--- src/rtl/game_pkg.sv ---
// Shared playfield geometry, contact bit positions and motion state encodings
// for the player datapath.
package game_pkg;

  localparam int SCREEN_W  = 640;
  localparam int SCREEN_H  = 480;
  localparam int SPRITE_SZ = 16;

  localparam logic [1:0] COL_FLOOR = 2'd0;
  localparam logic [1:0] COL_CEIL  = 2'd1;
  localparam logic [1:0] COL_LEFT  = 2'd2;
  localparam logic [1:0] COL_RIGHT = 2'd3;

  typedef enum logic [1:0] {
    ST_GROUND = 2'b00,
    ST_RISE   = 2'b01,
    ST_FALL   = 2'b10
  } motion_state_t;

endpackage

--- src/rtl/player_motion_ctrl_if.sv ---
// Bundle between the input/collision front end (master) and the player motion
// controller (slave); the controller returns position, state and facing.
interface player_motion_ctrl_if;

  logic        btn_left;
  logic        btn_right;
  logic        btn_jump;
  logic [3:0]  playerCol;
  logic [19:0] playerPos;
  logic [1:0]  state;
  logic        facing;

  modport master (
    output btn_left, btn_right, btn_jump, playerCol,
    input  playerPos, state, facing
  );

  modport slave (
    input  btn_left, btn_right, btn_jump, playerCol,
    output playerPos, state, facing
  );

endinterface

--- src/rtl/axis_step.sv ---
// One axis of motion: unsigned position plus signed delta, clamped to [0, MAX],
// with flags telling the caller which end of the range the raw sum reached.
module axis_step #(
  parameter int MAX = 624
) (
  input  logic [9:0]        pos,
  input  logic signed [9:0] delta,
  output logic [9:0]        next_pos,
  output logic              hit_min,
  output logic              hit_max
);

  localparam logic signed [10:0] MAX_S = 11'(MAX);

  logic signed [10:0] sum;

  // 11-bit signed sum so a step past either edge is seen instead of wrapping
  always_comb begin
    sum     = $signed({1'b0, pos}) + $signed({delta[9], delta});
    hit_min = (sum <= 11'sd0);
    hit_max = (sum >= MAX_S);
    if (sum < 11'sd0) begin
      next_pos = '0;
    end else if (sum > MAX_S) begin
      next_pos = MAX_S[9:0];
    end else begin
      next_pos = sum[9:0];
    end
  end

endmodule

--- src/rtl/player_motion_ctrl.sv ---
// Per-frame player physics: walk, jump and gravity FSM, velocity saturation and
// clamped position update, one step per sim_clk rising edge.
module player_motion_ctrl
  import game_pkg::*;
#(
  parameter int X_INIT     = 200,
  parameter int Y_INIT     = 300,
  parameter int X_MAX      = SCREEN_W - SPRITE_SZ,
  parameter int Y_MAX      = SCREEN_H - SPRITE_SZ,
  parameter int WALK_SPEED = 2,
  parameter int JUMP_VEL   = 12,
  parameter int GRAVITY    = 1,
  parameter int MAX_SPEED  = 20
) (
  input logic                 sim_clk,
  input logic                 rst,
  player_motion_ctrl_if.slave pif
);

  localparam logic signed [9:0]  WALK_D  = 10'(WALK_SPEED);
  localparam logic signed [9:0]  JUMP_D  = 10'(JUMP_VEL);
  localparam logic signed [10:0] GRAV_S  = 11'(GRAVITY);
  localparam logic signed [10:0] MAX_S   = 11'(MAX_SPEED);
  localparam logic signed [9:0]  MAX_V   = 10'(MAX_SPEED);

  motion_state_t      state_q, state_d;
  logic [9:0]         x_pos, y_pos, x_next, y_next, y_d;
  logic signed [9:0]  vy, vy_d, dx;
  logic signed [10:0] vy_plus;
  logic               facing_q, jump_q, jump_edge;
  logic               floor_hit, ceil_hit;
  logic               y_hit_min, y_hit_max, x_hit_min, x_hit_max;
  logic               unused;

  assign floor_hit = pif.playerCol[COL_FLOOR];
  assign ceil_hit  = pif.playerCol[COL_CEIL];
  assign jump_edge = pif.btn_jump & ~jump_q;
  assign vy_plus   = $signed({vy[9], vy}) + GRAV_S;

  // Horizontal hits are not needed; walls arrive as contact bits instead
  assign unused = x_hit_min ^ x_hit_max;

  always_comb begin
    dx = '0;
    if (pif.btn_right && !pif.btn_left && !pif.playerCol[COL_RIGHT]) begin
      dx = WALK_D;
    end else if (pif.btn_left && !pif.btn_right && !pif.playerCol[COL_LEFT]) begin
      dx = -WALK_D;
    end
  end

  axis_step #(.MAX(X_MAX)) x_axis (
    .pos(x_pos), .delta(dx), .next_pos(x_next),
    .hit_min(x_hit_min), .hit_max(x_hit_max)
  );

  axis_step #(.MAX(Y_MAX)) y_axis (
    .pos(y_pos), .delta(vy), .next_pos(y_next),
    .hit_min(y_hit_min), .hit_max(y_hit_max)
  );

  always_ff @(posedge sim_clk) begin
    if (rst) begin
      state_q <= ST_FALL;
    end else begin
      state_q <= state_d;
    end
  end

  // Floor wins over ceiling while falling; ceiling and the y=0 clamp win over the apex while rising
  always_comb begin
    state_d = state_q;
    case (state_q)
      ST_GROUND: begin
        if (jump_edge && !ceil_hit) begin
          state_d = ST_RISE;
        end else if (!floor_hit) begin
          state_d = ST_FALL;
        end
      end
      ST_RISE: begin
        if (ceil_hit || y_hit_min || (vy_plus >= 11'sd0)) begin
          state_d = ST_FALL;
        end
      end
      default: begin
        state_d = (floor_hit || y_hit_max) ? ST_GROUND : ST_FALL;
      end
    endcase
  end

  always_comb begin
    vy_d = vy;
    y_d  = y_pos;
    case (state_q)
      ST_GROUND: begin
        vy_d = (jump_edge && !ceil_hit) ? -JUMP_D : '0;
      end
      ST_RISE: begin
        if (ceil_hit) begin
          vy_d = '0;
        end else begin
          y_d  = y_next;
          vy_d = y_hit_min ? '0 : vy_plus[9:0];
        end
      end
      default: begin
        if (floor_hit) begin
          vy_d = '0;
        end else begin
          y_d  = y_next;
          if (y_hit_max) begin
            vy_d = '0;
          end else begin
            vy_d = (vy_plus > MAX_S) ? MAX_V : vy_plus[9:0];
          end
        end
      end
    endcase
  end

  always_ff @(posedge sim_clk) begin
    if (rst) begin
      x_pos    <= 10'(X_INIT);
      y_pos    <= 10'(Y_INIT);
      vy       <= '0;
      facing_q <= 1'b0;
      jump_q   <= 1'b0;
    end else begin
      x_pos  <= x_next;
      y_pos  <= y_d;
      vy     <= vy_d;
      jump_q <= pif.btn_jump;
      if (dx != '0) begin
        facing_q <= dx[9];
      end
    end
  end

  assign pif.playerPos = {x_pos, y_pos};
  assign pif.state     = state_q;
  assign pif.facing    = facing_q;

endmodule

--- src/flat_wrapper.sv ---
// flat-port wrapper written by rule: the top's interface ports become plain ports
module player_motion_ctrl_flat import game_pkg::*;
#(
  parameter int X_INIT     = 200,
  parameter int Y_INIT     = 300,
  parameter int X_MAX      = SCREEN_W - SPRITE_SZ,
  parameter int Y_MAX      = SCREEN_H - SPRITE_SZ,
  parameter int WALK_SPEED = 2,
  parameter int JUMP_VEL   = 12,
  parameter int GRAVITY    = 1,
  parameter int MAX_SPEED  = 20
)
  (sim_clk, rst, pif_btn_left, pif_btn_right, pif_btn_jump, pif_playerCol, pif_playerPos, pif_state, pif_facing);
  player_motion_ctrl_if pif_i ();
  input logic sim_clk;
  input logic rst;
  input wire logic [$bits(pif_i.btn_left)-1:0] pif_btn_left;
  input wire logic [$bits(pif_i.btn_right)-1:0] pif_btn_right;
  input wire logic [$bits(pif_i.btn_jump)-1:0] pif_btn_jump;
  input wire logic [$bits(pif_i.playerCol)-1:0] pif_playerCol;
  output wire logic [$bits(pif_i.playerPos)-1:0] pif_playerPos;
  output wire logic [$bits(pif_i.state)-1:0] pif_state;
  output wire logic [$bits(pif_i.facing)-1:0] pif_facing;
  assign pif_i.btn_left = pif_btn_left;
  assign pif_i.btn_right = pif_btn_right;
  assign pif_i.btn_jump = pif_btn_jump;
  assign pif_i.playerCol = pif_playerCol;
  assign pif_playerPos = pif_i.playerPos;
  assign pif_state = pif_i.state;
  assign pif_facing = pif_i.facing;
  player_motion_ctrl #(.X_INIT(X_INIT), .Y_INIT(Y_INIT), .X_MAX(X_MAX), .Y_MAX(Y_MAX), .WALK_SPEED(WALK_SPEED), .JUMP_VEL(JUMP_VEL), .GRAVITY(GRAVITY), .MAX_SPEED(MAX_SPEED)) u_core (.sim_clk(sim_clk), .rst(rst), .pif(pif_i));
endmodule
--- config.mk ---
export PLATFORM = sky130hd
export DESIGN_NAME = player_motion_ctrl_flat
export DESIGN_NICKNAME = d
export VERILOG_FILES = /design/src/rtl/game_pkg.sv /design/src/rtl/player_motion_ctrl_if.sv /design/src/rtl/axis_step.sv /design/src/rtl/player_motion_ctrl.sv /design/src/flat_wrapper.sv
export SDC_FILE = /design/constraint.sdc
export NUM_CORES = 1
export LEC_CHECK = 0
export CORE_UTILIZATION = 30
export DETAILED_ROUTE_END_ITERATION = 8
export SLEW_MARGIN = 20
export SYNTH_ARGS = -nofsm -noshare
export SYNTH_HDL_FRONTEND = slang
export SYNTH_SLANG_ARGS = --single-unit
--- constraint.sdc ---
create_clock -name sim_clk -period 3.3 [get_ports sim_clk]
set_input_delay 0.33 -clock sim_clk [delete_from_list [all_inputs] [get_ports sim_clk]]
set_output_delay 0.33 -clock sim_clk [all_outputs]
set_load 0.1 [all_outputs]
# Word level (Yosys, flattened, before mapping)
# Index checks and enable logic that the tools add are counted.
[classes]
add_sub_neg = 3
n_reduce_logical = 19
magnitude_cmp = 8
bitwise = 3
eq_ne = 5
muxes = 21
[op_table]
columns = ["operator", "n"]
rows = [
  ["$mux W10", 13],
  ["$pmux W10 S2", 2],
  ["$add A11 B10 Y11", 2],
  ["$lt A11 B1 Y1 const B", 2],
  ["$add A10 B2 Y11 const B", 1],
  ["$ge A11 B1 Y1 const B", 1],
  ["$ge A11 B10 Y1 const B", 1],
  ["$gt A11 B10 Y1 const B", 1],
  ["$gt A11 B11 Y1 const B", 1],
  ["$gt A11 B6 Y1 const B", 1],
  ["$le A11 B1 Y1 const B", 1],
  ["$reduce_bool A10 Y1", 1],
  ["$mux W2", 4],
  ["$mux W8", 1],
  ["$logic_and A1 B1 Y1", 5],
  ["$logic_not A1 Y1", 5],
  ["$ne A2 B1 Y1 const B", 2],
  ["$pmux W2 S2", 1],
  ["$logic_or A1 B1 Y1", 3],
  ["$ne A3 B2 Y1 const B", 1],
  ["$reduce_and A3 Y1", 1],
  ["$reduce_or A3 Y1", 1],
  ["$eq A2 B1 Y1 const B", 1],
  ["$logic_not A2 Y1", 1],
  ["5 further kinds", 6],
]
[totals]
reg_bits = 34
word_cells = 67
inputBits = 9
out_inout_bits = 23

# Longest topological paths before layout
# Gate-level depths: netlist (run 1).
[depth]
depth_word = 9
mapped_depth = 12
ltp_nobuf = 12

# Hierarchy
# From an unflattened synthesis (run 1), not the netlist that was laid out.
[hier_totals]
cells_unflattened = 365
area_unflattened_um2 = 3176.8
[by_module_without_submodules]
columns = ["module", "seq_area_each_um2", "instances", "cells_per_inst", "area_each_um2"]
rows = [
  ["player_motion_ctrl", 680.7, 1, 167, 1572.8],
  ["axis_step (u_core.y_axis)", 0.0, 1, 110, 885.8],
  ["axis_step (u_core.x_axis)", 0.0, 1, 88, 718.2],
]

# Worst setup path before layout (run 1)
# No wires, ideal clock.
[synth_timing]
path_type = "register to register"
from = "register u_core.y_pos[0]"
to = "register u_core.y_pos[4]"
required_time_ns = 3.234
path_buffers = 0
stages_incl_launch_ff = 11
arrival_ns = 3.646
period_less_slack_ns = 3.712
path_slack_ns = -0.412
setup_ns = 0.066
cell_sequence = "dfxtp_1 -> ha_1 -> inv_1 -> fa_1 -> nand2b_2 -> a2111o_1 -> and3b_4 -> o32a_1 -> o31a_1 -> a211o_1 -> a21oi_2"
[synth_via]
elab_chain_len = 6
elab_cells_between_ends = 8
cone_classes = "add/sub (1); order compare (2); mux (5)"
[synth_rtl]
columns = ["item", "line_no", "source"]
rows = [
  ["start, declared", "player_motion_ctrl.sv:27", "logic [9:0] x_pos, y_pos, x_next, y_next, y_d;"],
  ["start signal, assigned", "player_motion_ctrl.sv:125", "y_pos <= 10'(Y_INIT);"],
  ["start signal, assigned", "player_motion_ctrl.sv:131", "y_pos <= y_d;"],
  ["$add A11 B10 Y11 (*)", "axis_step.sv:19", "sum = $signed({1'b0, pos}) + $signed({delta[9], delta});"],
  ["$gt A11 B10 Y1", "axis_step.sv:24", "end else if (sum > MAX_S) begin"],
  ["$mux W10", "axis_step.sv:24", ""],
  ["$mux W10 (*)", "axis_step.sv:22", "if (sum < 11'sd0) begin"],
  ["$mux W10, on equally long branches", "player_motion_ctrl.sv:108, player_motion_ctrl.sv:100", ""],
  ["$pmux W10 S2 (*)", "player_motion_ctrl.sv:95", "case (state_q)"],
]
# Every way passes the cells marked *; elsewhere a longest branch is shown, timed or not. The select of a mux whose other input is x is not followed.
# A chain may end at the register's enable or synchronous reset.

# Final worst setup path (run 1)
[layout_timing]
from = "register u_core.y_pos[0]"
to = "register u_core.y_pos[5]"
# The elaborated chain is that of the path after synthesis.

==> results_dict.tcl, run 1 <==
set metrics [dict create \
    run_status "complete, no violations" \
    maxCapViolations 0 \
    clock_sink_count 33 \
    drive_gt1_share_pct 14.6 \
    die-width_um 94.6 \
    drt_iter0_drc 83 \
    relSlewSlack_pct 34.7 \
    place_hpwl_um 5180 \
    wl_per_cell_um 14.7 \
    yosysTopAreaCell "sky130_fd_sc_hd__dfxtp_1" \
    area_occupied_by_multi_input_gates_um2 1840 \
    core_area_um2 8260 \
    clock.fmax_ghz 0.317 \
    post_synth.cell_area_avg_um2 8.33 \
    synth-simple-area-share_pct 21.3 \
    mappedNetlistNets 340 \
    synthesis.area_um2 2570 \
    maximum_number_of_pins_on_one_net_before_global_route_repair 18 \
    skew_ps 4.70 \
    synthXorXnorAreaFrac_pct 7.44 \
    clock_latency_of_the_later_clocked_register_in_the_worst_skew_pair_ps 290 \
    grt_residual_overflow 0 \
    final_cell_area_um2 3270 \
    period_utilization_post_route_pct 95.5 \
    cell_types_with_the_highest_counts_after_synthesis "33 x sky130_fd_sc_hd__dfxtp_1, 26 x sky130_fd_sc_hd__nand2_1, 22 x sky130_fd_sc_hd__a21oi_1, 22 x sky130_fd_sc_hd__nor2_1, 20 x sky130_fd_sc_hd__ha_1" \
    antenna_found_initial 0 \
    synth_mux_area_share_pct 0 \
    worst_setup_sp_type "flip-flop" \
    worstHoldPathType "flip-flop to flip-flop" \
    port-buffer-count 30 \
    antenna_violating_nets_post_route 0 \
    worst-endpoint-arrival_ps 3330 \
    depth_of_the_cts_h_tree 2 \
    routabilityCongestion 0.807 \
    fillCellCount 850 \
    unrepaired_setup_endpoints_after_global_routing "no" \
    worst-slew-pin-transition_ps 976 \
    setup_tns_ps 0 \
    period_needed_ps 3150 \
    setup-violations-final 0 \
    powerDensity_nw_per_um2 432 \
    yosys_warnings 0 \
    ys_seq_area_share_pct 25.7 \
    postSynthRegisterBits 33 \
    synth_async_sr_flop_share_pct 0 \
    post_synthesis_adder_cell_area_fraction_pct 11.3 \
    top_level_pins 32 \
    critical_path.max_stage_delay_ps 400 \
    detail_route.wirelength_um 6770 \
    cts_max_path_buffers 2 \
    place.detailed.instances 451 \
    placed_cell_area_um2 3060 \
    crit_path_cell_trace "ha_1, inv_1, fa_1, nand2b_4, a2111oi_4, buf_4, o41ai_1, o32a_1, buf_4, nor4_4, nor3_2, a221o_1" \
    placementRows 33 \
    root_buffer "sky130_fd_sc_hd__clkbuf_8" \
    synthTopCellsByArea "sky130_fd_sc_hd__dfxtp_1 26%, sky130_fd_sc_hd__ha_1 9.7%, sky130_fd_sc_hd__a21oi_1 4.3%" \
    cpMaxStageDelayCell "sky130_fd_sc_hd__fa_1" \
    netlist_instances 309 \
    final_util_pct 39.6 \
    layout.cells.non_filler 461 \
    insertedDiodeCount 0 \
    finalNetCount 386 \
    setup.worst_path.class "flip-flop to flip-flop" \
    syn_to_final_growth_pct 27.2 \
    ys_types 65 \
    power.static_leakage_uw 0.00127 \
    clkTransAtPathRegs_ps 70 \
    initial_core_util_pct 31.2 \
    critPathMaxFanout 3 \
    synth_top_family_by_area "compound AO/OA/AOI/OAI gates" \
    synth_compound_gate_area_share_pct 28.5 \
    post-synth-top-count-cell "sky130_fd_sc_hd__dfxtp_1" \
    slew_viol_final 0 \
    worst_path_most_repeated_cell "sky130_fd_sc_hd__buf_4" \
    die_h_um 94.6 \
    cts_made_buffers 5 \
    design.die.area_um2 8950 \
    synth_enable_flop_cells 0 \
    report.final.hold_viol_count 0 \
    dominantRegCellSynth "sky130_fd_sc_hd__dfxtp_1" \
    crit_required_ps 3480 \
    route.detailed.drc 0 \
    ir_drop_mv 0.303 \
    track_usage_pct 15.4 \
    post_drt_via_cell_ratio 5.42 \
    tritoncts "built" \
    first_global_vias 2338 \
    detail_route.first_pass.iterations 4 \
    seqCellArea_um2 667 \
    critical_path.endpoint_type "flip-flop" \
    grt_pass1_wl_um 10800 \
    post_cts_hold_buffer_count 0 \
    via_total_after_detailed_routing 2500 \
    synth.top_cell.area_share_pct 25.7 \
]
==> routing by layer <==
layer	routed length, um	share of wire (%)	vias to the layer above	global-route usage, %
met3	199	2.9	9	2.66
met5	0	0	-	0
met2	3250	48	38	27.1
li1	-	-	1272	-
met4	90	1.3	0	3.79
met1	3220	48	1181	19.3
==> through the flow <==
step / power [uW] / setup slack, ps / hold WS, ps
3_3_place_gp: 1010 / -39.2 / 465
2_1_floorplan: 892 / 12.2 / 458
6_report: 1410 / 147 / 474
5_1_grt: 1480 / 7.84 / 508
4_1_cts: 1420 / 15.2 / 474
3_5_place_dp: 1020 / -106 / 463
==> power breakdown <==
group          switching, uW  internal (uW)  leakage, uW
registers               30.1            433     0.000271
logic                    393            161     0.000935
clock network            149            246    0.0000585
==> state kept, by name, indices dropped and copies added (netlist names) <==
signal and count:
u_core.vy 10, u_core.pif.state 2, u_core.pif.facing 1, u_core.x_pos 9
u_core.jump_q 1, u_core.y_pos 10
==> critical path: cells and delay by family (launching register included) <==
kind | cells | cell delay, ps
fa+ha+maj | 2 | 580
compound gates | 4 | 1090
buf+inv | 3 | 390
flops | 1 | 350
simple gates | 3 | 630
==> final cells by class <==
| class | instances | area share, % |
|---|---|---|
| multi-input cells | 248 | 56.3 |
| flip-flops and latches | 33 | 20.4 |
| repair buffers | 50 | 13.8 |
| well taps | 105 | 4.02 |
| clock buffers | 7 | 2.64 |
| inverters | 17 | 1.95 |
| clock inverters | 1 | 0.918 |
==> path summary, 6_finish.rpt <==
check | from | endpoint | slack, ps | depth (start not counted)
worst min register to register | u_core.pif.facing | u_core.pif.facing | 470 | 2
worst min-delay path | u_core.pif.facing | u_core.pif.facing | 470 | 2
worst max-delay path | u_core.y_pos[0] | u_core.y_pos[5] | 150 | 12
worst max register to register | u_core.y_pos[0] | u_core.y_pos[5] | 150 | 12
==> cells by family (layout without fill, tap and decap cells) <==
group                      after synthesis  count (layout)
and+or+nand+nor                        103             103
AOI/OAI and AO/OA                      101             101
DFF                                     33              33
buffers and inverters                   28              75
adders and majority gates               22              22
xor gates and xnor gates                21              21
other                                    1               1
==> placed cells by master (no fill, tap or decap), types with 4 or more instances in the layout <==
master                            instances
sky130_fd_sc_hd__a211oi_1                 4
sky130_fd_sc_hd__a21o_1                   8
sky130_fd_sc_hd__a21oi_1                 22
sky130_fd_sc_hd__a221oi_1                 6
sky130_fd_sc_hd__a31oi_1                  5
sky130_fd_sc_hd__buf_4                   20
sky130_fd_sc_hd__clkbuf_8                 6
sky130_fd_sc_hd__clkdlybuf4s50_1         30
sky130_fd_sc_hd__dfxtp_1                 30
sky130_fd_sc_hd__ha_1                    20
sky130_fd_sc_hd__inv_1                   17
sky130_fd_sc_hd__nand2_1                 26
sky130_fd_sc_hd__nand2b_1                 4
sky130_fd_sc_hd__nand3_1                  8
sky130_fd_sc_hd__nand4_1                  8
sky130_fd_sc_hd__nor2_1                  22
sky130_fd_sc_hd__nor3_1                   9
sky130_fd_sc_hd__o21ai_0                 16
sky130_fd_sc_hd__xnor2_1                 10
sky130_fd_sc_hd__xor2_1                  10
==> what timing repair did <==
item / CTS / global route
endpoints found under the setup margin: 1 / 17
buffers inserted: 0 / 2
gates resized for setup: 1 / 11
pin swaps: 0 / 5
(Power assumes the default switching activity.)
==> run 2, diff against run 1 <==
- DONT_BUFFER_PORTS: default -> 1
==> run 2 against run 1 <==
Against the previous run:
- wire length shrank 2.9%
- register-to-register slack is essentially flat
- sequential power shrank 1%
==> results_dict.tcl, run 2 (synthesis results as in run 1) <==
set metrics [dict create \
    run_status "complete, no violations" \
    antenna_violating_nets_post_route 0 \
    antenna_found_initial 0 \
    setup.worst_path.class "flip-flop to flip-flop" \
    routabilityCongestion 0.830 \
    placementRows 33 \
    maximum_number_of_pins_on_one_net_before_global_route_repair 31 \
    critical_path.max_stage_delay_ps 420 \
    reg.largest.list "u_core.vy: 10 flops, u_core.y_pos: 10 flops, u_core.x_pos: 9 flops" \
    cpMaxStageDelayCell "sky130_fd_sc_hd__a2111o_1" \
    detail_route.wirelength_um 6570 \
    clock.fmax_ghz 0.316 \
    finalNetCount 367 \
    die_h_um 94.6 \
    critPathLaunch "u_core.vy[0]" \
    setup.worst_path.end "u_core.y_pos[5]" \
    crit_required_ps 3480 \
    critical_path.top_delay_family "compound AO/OA/AOI/OAI gates" \
    drt_iter0_drc 135 \
    clock_latency_of_the_later_clocked_register_in_the_worst_skew_pair_ps 290 \
    design_power_total_uw 1270 \
    place.detailed.instances 434 \
    layout.cells.non_filler 442 \
    die-width_um 94.6 \
    worst-slew-pin-transition_ps 1000 \
    net-switching-power_uw 559 \
    wl_per_cell_um 14.9 \
    depth_of_the_cts_h_tree 2 \
    crit_reg_reg_endpoint "u_core.y_pos[5]" \
    slew_viol_final 0 \
    relSlewSlack_pct 33.1 \
    power.share.combinational_pct 40.6 \
    netSwitchingFraction_pct 43.9 \
    worst-endpoint-arrival_ps 3340 \
    worstReg2RegStart "u_core.vy[0]" \
    critical_path_cell_count 10 \
    initial_core_util_pct 31.2 \
    top_level_pins 32 \
    clkTransAtPathRegs_ps 70 \
    syn_to_final_growth_pct 15.1 \
    critPathBufInv 1 \
    leading_cell_types_in_the_layout_fill_and_taps_excluded "31 x sky130_fd_sc_hd__buf_4, 30 x sky130_fd_sc_hd__dfxtp_1, 26 x sky130_fd_sc_hd__nand2_1" \
    placed_cell_area_um2 2860 \
    drive_gt1_share_pct 18.1 \
    period_needed_ps 3160 \
    ir_drop_mv 0.333 \
    grt_residual_overflow 0 \
    first_global_vias 2302 \
    period_utilization_post_route_pct 95.8 \
    share_seq_of_total_power_pct 35.9 \
    fillCellCount 878 \
    post_drt_via_cell_ratio 5.42 \
    maxCapViolations 0 \
    report.final.hold_viol_count 0 \
    grt_pass1_wl_um 10900 \
    tritoncts "built" \
    worstHoldPathType "input port to flip-flop" \
    setup-violations-final 0 \
    port-buffer-count 0 \
    place_hpwl_um 5060 \
    final_critical_path_setup_slack_ps 140 \
    p_clk_share_pct 23.5 \
    insertedDiodeCount 0 \
    cts_post_setup_buffers_inserted 0 \
    cts_max_path_buffers 2 \
    worst_setup_sp_type "flip-flop" \
    crit_path_cell_trace "ha_2, inv_1, fa_1, nand2b_2, a2111o_1, and3b_4, o32a_1, nor4_2, nor3_1, a221o_1" \
    clock_sink_count 33 \
    powerDensity_nw_per_um2 430 \
    final_cell_area_um2 2960 \
    track_usage_pct 15.6 \
    core_area_um2 8260 \
    critical_path.endpoint_type "flip-flop" \
    design.die.area_um2 8950 \
    post_cts_hold_buffer_count 0 \
    skew_ps 7.15 \
    layout.cells.most_common "sky130_fd_sc_hd__buf_4" \
    power_internal_uw 715 \
    worstRegToRegCells 10 \
    cts_made_buffers 5 \
    critPathMaxFanout 3 \
    timing.reg2reg.setup_slack_ps 140 \
    detail_route.first_pass.iterations 4 \
    pre_cts_slack_ps 20.5 \
    via_total_after_detailed_routing 2396 \
    route.detailed.drc 0 \
    power.static_leakage_uw 0.00117 \
    root_buffer "sky130_fd_sc_hd__clkbuf_8" \
]
[run 2: cell count changes in the layout (fill, tap and decap cells not counted), sizes merged]
| cell | change |
|---|---|
| buf | +11 |
| bufinv | -1 |
| clkbuf | -1 |
| clkdlybuf4s50 | -30 |
| clkinv | +2 |
[run 2: how the worst min path moves through the flow]
stage / from / to / slack, ps / cells past startpoint
detailed placement: rst / u_core.y_pos[4] / 390 / 1
CTS: rst / u_core.y_pos[4] / 80 / 1
finish: rst / u_core.y_pos[4] / 90 / 1
global placement: rst / u_core.y_pos[4] / 390 / 1
global route: rst / u_core.y_pos[4] / 70 / 1
floorplan: pif_btn_jump / u_core.jump_q / 460 / 1
[run 2: metal layers]
layer / GRT usage (%) / wire length [um] / share of wire [%] / vias to the layer above
li1: - / - / - / 1215
met1: 19.6 / 3050 / 46 / 1129
met2: 26.6 / 3140 / 48 / 47
met3: 3.95 / 340 / 5.2 / 5
met4: 3.54 / 34 / 0.52 / 0
met5: 0 / 0 / 0 / -
[run 2: metrics by stage]
stage	TNS (ps)	utilization, %	hold slack (ps)
floorplan	0	-	458
global placement	0	34.6	392
detailed placement	0	34.6	394
CTS	0	35.6	78.3
global route	-19.2	35.9	70.6
finish	0	35.9	90.9
[run 2: worst reg2reg max path: stages (launching register included)]
cell	delay, ps
sky130_fd_sc_hd__dfxtp_1	340
sky130_fd_sc_hd__ha_2	200
sky130_fd_sc_hd__inv_1	60
sky130_fd_sc_hd__fa_1	400
sky130_fd_sc_hd__nand2b_2	220
sky130_fd_sc_hd__a2111o_1	420
sky130_fd_sc_hd__and3b_4	220
sky130_fd_sc_hd__o32a_1	370
sky130_fd_sc_hd__nor4_2	360
sky130_fd_sc_hd__nor3_1	150
sky130_fd_sc_hd__a221o_1	320
[run 2: area by class of cell]
cell class,count,area (um2),area share [%]
multi-input combinational,248,1780,60.2
sequential,33,667,22.5
timing repair buffer,31,233,7.86
tap,105,131,4.44
clock buffer,6,72.6,2.45
inverter,17,63.8,2.15
clock inverter,2,10.0,0.338
[run 2: power groups by stage]
stage / combinational, uW / sequential (uW) / clock [uW]
2_1_floorplan: 208 / 683 / 0
3_3_place_gp: 513 / 465 / 0
3_5_place_dp: 516 / 466 / 0
4_1_cts: 517 / 458 / 313
5_1_grt: 557 / 462 / 328
6_report: 517 / 458 / 299
[run 2: timing repair]
action                                  CTS  global route
resized for setup                         1             5
endpoints found under the hold margin     0             0
endpoints found under the setup margin    1            11
pin swaps                                 0             3
==> run 3, diff against run 2 <==
- CORE_ASPECT_RATIO: default -> 0.9
- CORE_UTILIZATION: 30 -> 50
- PLACE_DENSITY: default -> 0.68
==> run 3 against run 2 <==
Against the previous run:
- power increased by 7.6%
- core utilization increased by 25 points
- critical endpoint is now u_core.y_pos[4]
- largest cell class unchanged
- flip-flop and latch count unchanged
- register-to-register slack about the same
- sequential power about the same
- cell count decreased by 8.1%
- global-route usage increased by 8.9 points
==> results_dict.tcl, run 3 (synthesis results as in run 1) <==
set metrics [dict create \
    run_status "complete, no violations" \
    share_seq_of_total_power_pct 33.2 \
    maximum_number_of_pins_on_one_net_before_global_route_repair 31 \
    routabilityCongestion 0.906 \
    clkTransAtPathRegs_ps 70 \
    post_drt_via_cell_ratio 6.00 \
    die-width_um 77.6 \
    cpMaxStageDelayCell "sky130_fd_sc_hd__a2111o_1" \
    tritoncts "built" \
    skew_ps 6.64 \
    cts_made_buffers 5 \
    final_util_pct 60.8 \
    worst-slew-pin-transition_ps 987 \
    powerDensity_nw_per_um2 460 \
    fillCellCount 454 \
    critPathLaunch "u_core.y_pos[0]" \
    grt_residual_overflow 0 \
    die_h_um 70.0 \
    clock_latency_of_the_later_clocked_register_in_the_worst_skew_pair_ps 280 \
    antenna_violating_nets_post_route 0 \
    net-switching-power_uw 553 \
    port-buffer-count 0 \
    worstReg2RegStart "u_core.y_pos[0]" \
    critPathBufInv 2 \
    period_utilization_post_route_pct 95.9 \
    critical_path.endpoint_type "flip-flop" \
    relSlewSlack_pct 34.1 \
    core_area_um2 4890 \
    setup_tns_ps 0 \
    root_buffer "sky130_fd_sc_hd__clkbuf_8" \
    detail_route.first_pass.iterations 4 \
    syn_to_final_growth_pct 15.7 \
    track_usage_pct 24.5 \
    drive_gt1_share_pct 19.6 \
    insertedDiodeCount 0 \
    top_level_pins 32 \
    power_internal_uw 816 \
    timing.hold.worst.start "rst" \
    first_global_vias 2288 \
    slew_viol_final 0 \
    crit_required_ps 3520 \
    worst_setup_sp_type "flip-flop" \
    power.static_leakage_uw 0.00120 \
    critPathMaxFanout 4 \
    layout.cells.most_common "sky130_fd_sc_hd__buf_4" \
    worstHoldPathType "input port to flip-flop" \
    setup.worst_path.class "flip-flop to flip-flop" \
    antenna_found_initial 0 \
    maxCapViolations 0 \
    design_power_total_uw 1370 \
    detail_route.wirelength_um 6190 \
    leading_cell_types_in_the_layout_fill_and_taps_excluded "35 x sky130_fd_sc_hd__buf_4, 29 x sky130_fd_sc_hd__dfxtp_1, 26 x sky130_fd_sc_hd__nand2_1" \
    clock.fmax_ghz 0.316 \
    route.detailed.drc 0 \
    crit_path_cell_trace "ha_2, inv_1, fa_2, nand2b_2, a2111o_1, and3b_4, o32a_1, o31a_1, buf_4, a211o_1, a21oi_2" \
    clock_sink_count 33 \
    ir_drop_mv 0.299 \
    place_hpwl_um 4870 \
    depth_of_the_cts_h_tree 2 \
    worst-endpoint-arrival_ps 3390 \
    power.share.combinational_pct 38.0 \
    grt_pass1_wl_um 10600 \
    via_total_after_detailed_routing 2435 \
    wl_per_cell_um 15.3 \
    critical_path.top_delay_family "compound AO/OA/AOI/OAI gates" \
    finalNetCount 371 \
    drt_iter0_drc 152 \
    p_clk_share_pct 28.8 \
    initial_core_util_pct 52.6 \
    setup-violations-final 0 \
    critical_path.max_stage_delay_ps 420 \
    cts_max_path_buffers 2 \
    netSwitchingFraction_pct 40.4 \
    report.final.hold_viol_count 0 \
    placementRows 24 \
    design.die.area_um2 5440 \
    unrepaired_setup_endpoints_after_global_routing "no" \
    reg.largest.list "u_core.vy: 10 flops, u_core.y_pos: 10 flops, u_core.x_pos: 9 flops" \
    period_needed_ps 3170 \
]
-- run 3: metrics by stage --
step	instance area [um2]	setup slack [ps]	hold slack (ps)	instances
2_1_floorplan	2580	12.2	458	309
3_3_place_gp	2830	157	390	396
3_5_place_dp	2830	98.6	391	396
4_1_cts	2940	71.6	86.2	404
5_1_grt	2980	30.7	90.4	406
6_report	2980	134	96.1	406
-- run 3: timing repair --
action / in CTS / in global routing
buffers inserted: 0 / 2
resized for setup: 0 / 7
hold buffers: 0 / 0
endpoints found under the setup margin: 0 / 15
-- run 3: path summary, 6_finish.rpt --
path | end | slack [ps] | cells past startpoint
hold / removal | u_core.y_pos[4] | 100 | 1
setup reg to reg | u_core.y_pos[4] | 130 | 11
setup / recovery | u_core.y_pos[4] | 130 | 11
hold reg to reg | u_core.vy[0] | 560 | 2
-- run 3: final cells by class --
| type | count | area (um2) | share of cell area, % |
|---|---|---|---|
| multi-input cells | 248 | 1780 | 59.9 |
| clock buffers | 7 | 86.3 | 2.90 |
| well taps | 65 | 81.3 | 2.73 |
| flip-flops and latches | 33 | 668 | 22.4 |
| inverters | 17 | 63.8 | 2.14 |
| repair buffers | 35 | 263 | 8.83 |
| clock inverters | 1 | 30.0 | 1.01 |
-- run 3: power groups by stage --
stage | clock network, uW | logic [uW] | registers [uW]
2_1_floorplan | 0 | 208 | 683
3_3_place_gp | 0 | 512 | 463
3_5_place_dp | 0 | 516 | 464
4_1_cts | 398 | 518 | 455
5_1_grt | 419 | 555 | 458
6_report | 395 | 520 | 455
-- run 3: metal layers --
| metal | up-vias | GRT usage, % | share of wire [%] |
|---|---|---|---|
| li1 | 1238 | - | - |
| met1 | 1127 | 37.5 | 52 |
| met2 | 64 | 34.5 | 42 |
| met3 | 6 | 4.97 | 5.4 |
| met4 | 0 | 5.66 | 0.79 |
| met5 | - | 0 | 0 |
==> variant: new RTL, settings of run 3 <==
Reset style: asynchronous (`rst`), changed in 2 clocked blocks.
--- a/src/rtl/player_motion_ctrl.sv
+++ b/src/rtl/player_motion_ctrl.sv
@@ -60,5 +60,5 @@
   );
 
-  always_ff @(posedge sim_clk) begin
+  always_ff @(posedge sim_clk or posedge rst) begin
     if (rst) begin
       state_q <= ST_FALL;
@@ -120,5 +120,5 @@
   end
 
-  always_ff @(posedge sim_clk) begin
+  always_ff @(posedge sim_clk or posedge rst) begin
     if (rst) begin
       x_pos    <= 10'(X_INIT);
Function: differs if rst is asserted again (counterexample within 4 cycles, from zero or initial values and one cycle with rst high); with rst held inactive, the same outputs for 10 cycles.
==> variant against run 3 <==
Core utilization fell by 0.55 points. Die area rose by 0.67%. Sequential cell count did not move. Maximum frequency rose by 2.3%. Global-route usage fell by 1.1 points. Worst setup slack improved by 0.070 ns. First-iteration DRC count rose by 23%. Area after synthesis rose by 0.68%. Sequential share of layout area rose by 5.8 points. Routed wire length fell by 7.7%. Final area fell by 0.29%. Highest routed layer unchanged.
Power is not compared: it rests on default switching activity, and its combinational part moved more than twofold at a synthesized area within 25%.
==> variant: results <==
metrics = {
    "status": {
        "status": "finished, final reports clean",
    },
    "pwr": {
        "p_total_mw": 3.044,
    },
    "drt": {
        "vias": 2205,
        "viasPerCell": 5.742,
        "drt_iter0_markers": 187,
    },
    "worst_setup_path": {
        "reg2reg_from": "u_core.vy[0]$_DFF_PP0_",
        "cp_max_fo": 7,
        "critPathCapture": "u_core.vy[8]$_DFF_PP0_",
        "cp_slowest_stage_delay_ns": 0.44,
        "critPathArrivalTime_ns": 3.25,
        "startpoint": "u_core.vy[0]$_DFF_PP0_",
        "slowest_stage": "dfrtp_2",
    },
    "layout": {
        "nonClkBufAreaFrac": 0.06324,
        "multi_input_cells": 239,
        "nets": 350,
        "multi_input_area_sq_um": 1690,
        "seq_share": 0.2829,
        "non_clock_inverter_count": 14,
        "buffers_excl_clock": 25,
        "clk_share": 0.03921,
        "n_fill_cell": 434,
        "drive_gt1_frac": 0.1881,
    },
    "worst_hold_path": {
        "holdCritPathClass": "primary input to asynchronous set/reset pin",
    },
    "place": {
        "hpwl_um": 4547,
        "dp.cells": 376,
        "pre_cts_slack_ns": 0.1388,
        "gp_congestion": 0.8658,
        "placed_area_sq_um": 2821,
    },
    "global_routing": {
        "grt_pass1_vias": 2097,
        "grt_max_degree": 28,
        "grt.total_usage": 0.2340,
        "grt_pass1_wl_um": 10030,
    },
    "synthesis": {
        "synth_cell_types": 58,
        "async_flop_share": 1.000,
        "netlist_top_cells_count": "27 x nor2_1, 25 x dfrtp_1, 25 x nand2_1",
        "synth_flop_cell": "dfrtp_1",
        "syn_nets": 326,
        "yosysSeqAreaShare": 0.3227,
        "synthCells": 294,
        "synth_area_leaders": "dfrtp_1 24%, ha_1 10%, dfstp_2 8.1%",
    },
    "timing": {
        "clock_skew_ns": 0.006779,
        "period_minus_slack_ns": 3.096,
        "timing.hold.ws_ns": 0.02111,
        "relSlewSlack": 0.3912,
    },
}
==> variant: changes by cell type in the layout (fill, tap and decap cells not counted), sizes merged, moves of 6 or more <==
cell | run 3 | this run
dfrtp | 0 | 25
a221oi | 7 | 1
dfstp | 0 | 8
buf | 35 | 25
nand4 | 8 | 2
dfxtp | 33 | 0
o21ai | 16 | 23
==> variant: cells by family (layout without fill, tap and decap cells) <==
family | count (synthesis) | count (layout) | synth area share
DFF | 33 | 33 | 0.3227
xor gates and xnor gates | 27 | 27 | 0.09130
buffers and inverters | 22 | 47 | 0.03575
adders and majority gates | 23 | 23 | 0.1169
and+or+nand+nor | 93 | 93 | 0.1768
other | 1 | 1 | 0.001448
muxes | 2 | 2 | 0.007730
AOI/OAI and AO/OA | 93 | 93 | 0.2473
==> variant: per-layer routing <==
layer  wire length [um]  global-route usage  up-vias
met5                  0                   0        -
met4                 42             0.05241        0
met3                364             0.04967        5
met2               2459              0.3402       57
met1               2849              0.3521     1026
li1                   -                   -     1117
